$ cat src/rtl/rat.sv
// Register alias table: maps each architectural GPR to the ROB entry
// producing its newest value; cleared on commit, flushed on redirect.
module rat #(
  parameter int GPR_NUM        = 32,
  parameter int GPR_ADDR_WIDTH = 5,
  parameter int ROB_DEPTH      = 32,
  parameter int TAG_WIDTH      = $clog2(ROB_DEPTH)
) (
  input  logic                      clk,
  input  logic                      rst,
  input  logic [GPR_ADDR_WIDTH-1:0] rs1_addr,
  input  logic [GPR_ADDR_WIDTH-1:0] rs2_addr,
  input  logic                      alloc_en,
  input  logic [TAG_WIDTH-1:0]      alloc_tag,
  input  logic [GPR_ADDR_WIDTH-1:0] alloc_dst_addr,
  input  logic                      alloc_dst_wen,
  input  logic                      commit_en,
  input  logic [GPR_ADDR_WIDTH-1:0] commit_dst_addr,
  input  logic [TAG_WIDTH-1:0]      commit_Paddr,
  input  logic                      commit_br_taken,
  input  logic                      commit_exp_en,
  output logic                      rs1_rat_valid,
  output logic [TAG_WIDTH-1:0]      rs1_Paddr,
  output logic                      rs2_rat_valid,
  output logic [TAG_WIDTH-1:0]      rs2_Paddr,
  output logic [GPR_ADDR_WIDTH:0]   mapped_cnt
);

  localparam int CW = GPR_ADDR_WIDTH + 1;

  logic [GPR_NUM-1:0]                valid_q, valid_d;
  logic [GPR_NUM-1:0][TAG_WIDTH-1:0] tag_q, tag_d;
  logic [CW-1:0]                     cnt_q, cnt_d;

  logic flush;
  logic alloc_hit;
  logic commit_hit;
  logic same_dst;
  logic inc;
  logic dec;

  assign flush = commit_en &&
                 (commit_br_taken || commit_exp_en);

  assign alloc_hit = alloc_en && alloc_dst_wen &&
                     (alloc_dst_addr != '0);

  assign commit_hit = commit_en &&
                      (commit_dst_addr != '0) &&
                      valid_q[commit_dst_addr] &&
                      (tag_q[commit_dst_addr] == commit_Paddr);

  assign same_dst = (alloc_dst_addr == commit_dst_addr);

  // A commit on the same register as a new allocate is overridden,
  // so it must not decrement the count either.
  assign inc = alloc_hit && !valid_q[alloc_dst_addr];
  assign dec = commit_hit && !(alloc_hit && same_dst);

  always_comb begin
    valid_d = valid_q;
    tag_d   = tag_q;
    cnt_d   = cnt_q;
    if (flush) begin
      valid_d = '0;
      cnt_d   = '0;
    end else begin
      if (commit_hit)
        valid_d[commit_dst_addr] = 1'b0;
      if (alloc_hit) begin
        valid_d[alloc_dst_addr] = 1'b1;
        tag_d[alloc_dst_addr]   = alloc_tag;
      end
      unique case (1'b1)
        (inc && !dec): cnt_d = cnt_q + CW'(1);
        (dec && !inc): cnt_d = cnt_q - CW'(1);
        default:       cnt_d = cnt_q;
      endcase
    end
  end

  always_ff @(posedge clk or posedge rst) begin
    if (rst) begin
      valid_q <= '0;
      tag_q   <= '0;
      cnt_q   <= '0;
    end else begin
      valid_q <= valid_d;
      tag_q   <= tag_d;
      cnt_q   <= cnt_d;
    end
  end

  assign rs1_rat_valid = (rs1_addr != '0) && valid_q[rs1_addr];
  assign rs2_rat_valid = (rs2_addr != '0) && valid_q[rs2_addr];
  assign rs1_Paddr = (rs1_addr != '0) ? tag_q[rs1_addr] : '0;
  assign rs2_Paddr = (rs2_addr != '0) ? tag_q[rs2_addr] : '0;
  assign mapped_cnt = cnt_q;

endmodule

$ cat config.mk
export PLATFORM = sky130hd
export DESIGN_NAME = rat
export DESIGN_NICKNAME = d
export VERILOG_FILES = /design/src/rtl/rat.sv
export SDC_FILE = /design/constraint.sdc
export NUM_CORES = 1
export LEC_CHECK = 0
export BUFFER_PORTS_ARGS = -buffer_cell sky130_fd_sc_hd__buf_2
export CORE_MARGIN = 10
export CORE_UTILIZATION = 45
export CTS_CLUSTER_SIZE = 25
export DETAILED_ROUTE_END_ITERATION = 10
export HOLD_SLACK_MARGIN = 0.03
export RECOVER_POWER = 100
export SYNTH_ARGS = -nofsm -noshare
export SYNTH_HDL_FRONTEND = slang
export SYNTH_SLANG_ARGS = --single-unit
$ cat constraint.sdc
create_clock -name clk -period 13.7 [get_ports clk]
set_input_delay 2.055 -clock clk [delete_from_list [all_inputs] [get_ports clk]]
set_output_delay 2.055 -clock clk [all_outputs]
set_load 0.02 [all_outputs]
==> impl_results.md <==
- Final #Nets: 1002
- Leakage power: approximately 6.1 nW
- Critical Path RT: ~12 ns
- Cell Rows: between 60 and 70
- ANT cells: 0
- Distinct cells, synth: between 40 and 50
- Mapped Area: around 0.013 sq mm
- DP HPWL: ~27000 um
- Critical Path Fanout Max: just under 50
- Sequential cell area fraction in the yosys report: a little under two fifths
- CTS tree: done
- Final Skew: roughly 0.018 ns
- Worst stage delay on the critical path: around 3.1 ns
- Slowest CP cell: clkbuf_1
- Setup TNS: 0 ns
- Layout cell share with drive strength beyond 1: between 30% and 40%
- Final max-slew violation count: 383
- Post-place instance area: 0.0134 sq mm
- Crit share post-route: between 60 and 70%
- Grt ovf: 0
- P&R area growth vs syn: 7.92%
- Clock Sinks: approximately 200
- # DRC: 0
- Post-synth EDFFs: 0
- Finish-stage setup viols: 0
- Post-layout total power: 1.48 mW
- Hold Slack: 0.436 ns
- Maximum clock frequency: around 0.11 GHz
- Post-synth top area cell: dfrtp_1
- Post-DRT Antenna Nets: 0
- Final instance area: around 0.014 sq mm
- Mapped Avg Cell Area: ~13 sq um
- Post-CTS sizing: 0
- Die Width: 189 um
- Clock period minus final worst setup slack: ~9.2 ns
- I/O Buffers: between 50 and 60
- Worst-path cell chain: clkbuf_1 > mux4_2 > mux4_2 > mux2i_1 > nor2_1 > clkbuf_1
- Total number of vias: a little over 9k
- CTS Hold Buffers Added: 0
- Area contributors post-synth: dfrtp_1 38%, mux4_2 24%, mux2_2 14%
- Pwr dens: 107 mW/mm^2
- Status: finished with violations
- Clk slew on worst S/H paths: ~0.070 ns
- Failing checks: capacitance limit, slew limit
- Gpl congestion: between 0.8 and 0.9
- Worst slew pin tran: roughly 5.7 ns
- Initial antenna violation count: 0
- GRT Resource Usage Total: 22.1%
- Worst Path Buf+Inv: 2
- H-tree depth: 4
- Via-to-Cell Ratio: between 6 and 7
- Async set-reset flop share out of synthesis: between 90% and 100%
- Hold WC Path Type: reg2reg
- Die area: between 0.03 and 0.04 sq mm
- Top-count cell post-synth: dfrtp_1
- RSZ-0062 raised after global routing: no
- Largest net degree at the start of global routing: around 130
- Postcts setup bufs: 0
- Drt total wl: between 30000 and 40000 um
- Synth cell count leaders: 198 x dfrtp_1, 156 x mux2_2, 137 x mux4_2
- Vias in the first global route: about 9.2k
- Critical Path End Type: output pin
- Clk root buf: clkbuf_16
- Yosys warning count: 0
- Initial core utilization: 46.1%
- Die H: roughly 190 um
- Yosys reg bits: ~200
- Data arrival, critical path: between 7 and 8 ns
- Max_cap viols: 6
- Crit start category: input port
- CTS buffer count: 17
- CP top delay family: buffers and inverters
- Max Root-Sink Buffers: 2
- Core ar.: about 0.028 sq mm
- Post-Syn Instances: ~960
- Synth top area share: about two fifths
- Max-slew headroom: -283%
- Iter 0 DRT Violations: approximately 920
- Max IR drop VDD: roughly 0.071 mV
- First-pass GRT wire length: roughly 60000 um
- Fin util: about half
- First-pass iteration count of the detailed router: 7
- Main synth FF type: dfrtp_1
- WS Path Type: in2out
- Fin. Hold Viols: 0
- WL/cell: about 30 um
- Io pins: 55
- Syn nets: approximately 1.0k
- Clk_lat worst skew: between 0.4 and 0.5 ns
-- report_power, final --
group          total (mW)  internal (mW)  leakage [nW]  switching, mW
clock network       0.532          0.269         0.304          0.263
logic               0.269          0.134          3.05          0.135
registers           0.683          0.632          2.70         0.0511
total                1.48           1.04          6.05          0.449
-- state kept, by name (all words and copies together) (netlist names) --
register / count
mapped_cnt: 6
tag_q: 160
valid_q: 32
-- final timing paths --
path | startpoint | endpoint | slack [ns] | depth (start not counted)
setup / recovery | rs1_addr[0] | rs1_Paddr[0] | 4.49 | 6
hold / removal | tag_q[1] | tag_q[1] | 0.44 | 0
setup reg to reg | tag_q[156] | mapped_cnt[5] | 9.27 | 18
hold reg to reg | tag_q[1] | tag_q[1] | 0.44 | 0
max in group asynchronous | rst | tag_q[94] | 5.09 | 3
min in group asynchronous | rst | tag_q[53] | 3.39 | 2
-- stage by stage --
stage                     std cells  setup slack (ns)
after detailed placement       1319              6.59
after global placement         1319              6.67
after floorplan                 961              6.25
after CTS                      1351              7.03
final                          1351              4.49
after global routing           1351              3.71
-- layer usage --
metal / GRT usage [%] / wire length, um
met4: 8.21 / 1370
met1: 29.5 / 16900
met5: 0 / 0
met3: 3.69 / 2540
met2: 35.5 / 19000
-- final cells by class --
type / count / area (sq um)
clock buffer: 18 / 439
clock inverter: 14 / 180
fill: 2486 / 14100
inverter: 3 / 12.5
multi-input combinational: 678 / 7580
sequential: 198 / 4950
tap: 378 / 473
timing repair buffer: 62 / 288
-- worst reg2reg max path, cell delays in order, from the launching register on --
cell and delay (ns):
dfrtp_1 0.42, mux2i_1 0.38, o22ai_1 0.14, nor4_1 0.29
nand2_1 0.10, xor2_1 0.17, nor4_4 0.27, clkbuf_1 0.44
and4_1 0.58, ha_1 0.32, a21o_1 0.15, a21oi_1 0.21
nor2b_1 0.06, o21ai_0 0.16, nand2b_1 0.11, nor2_1 0.09
and4_1 0.21, o21ai_0 0.08, nor3b_1 0.14
-- logic make-up after synthesis --
kind of cell	synth area share, %
adders and majority gates	0.543
xor gates and xnor gates	0.882
AOI/OAI and AO/OA	5.55
DFF	38.4
buffers and inverters	2.87
and+or+nand+nor	6.95
muxes	44.8
-- cell usage in the layout, fill, tap and decap left out, types with 6 or more instances in the layout --
cell,synthesis,final
nor3_1,8,8
nand2_1,55,55
nor4_1,10,10
mux2_2,156,156
buf_2,14,35
o21ai_0,16,17
mux4_2,137,137
nor2b_1,10,10
dfrtp_1,198,198
nand2b_1,7,7
a21oi_1,6,6
clkbuf_16,0,17
clkbuf_1,52,24
mux2i_1,94,94
nor2_1,31,31
xor2_1,8,8
o211ai_1,31,31
nand3_1,6,6
o22ai_1,40,40
nand4b_1,6,6
Power figures use the tool's default switching activity.
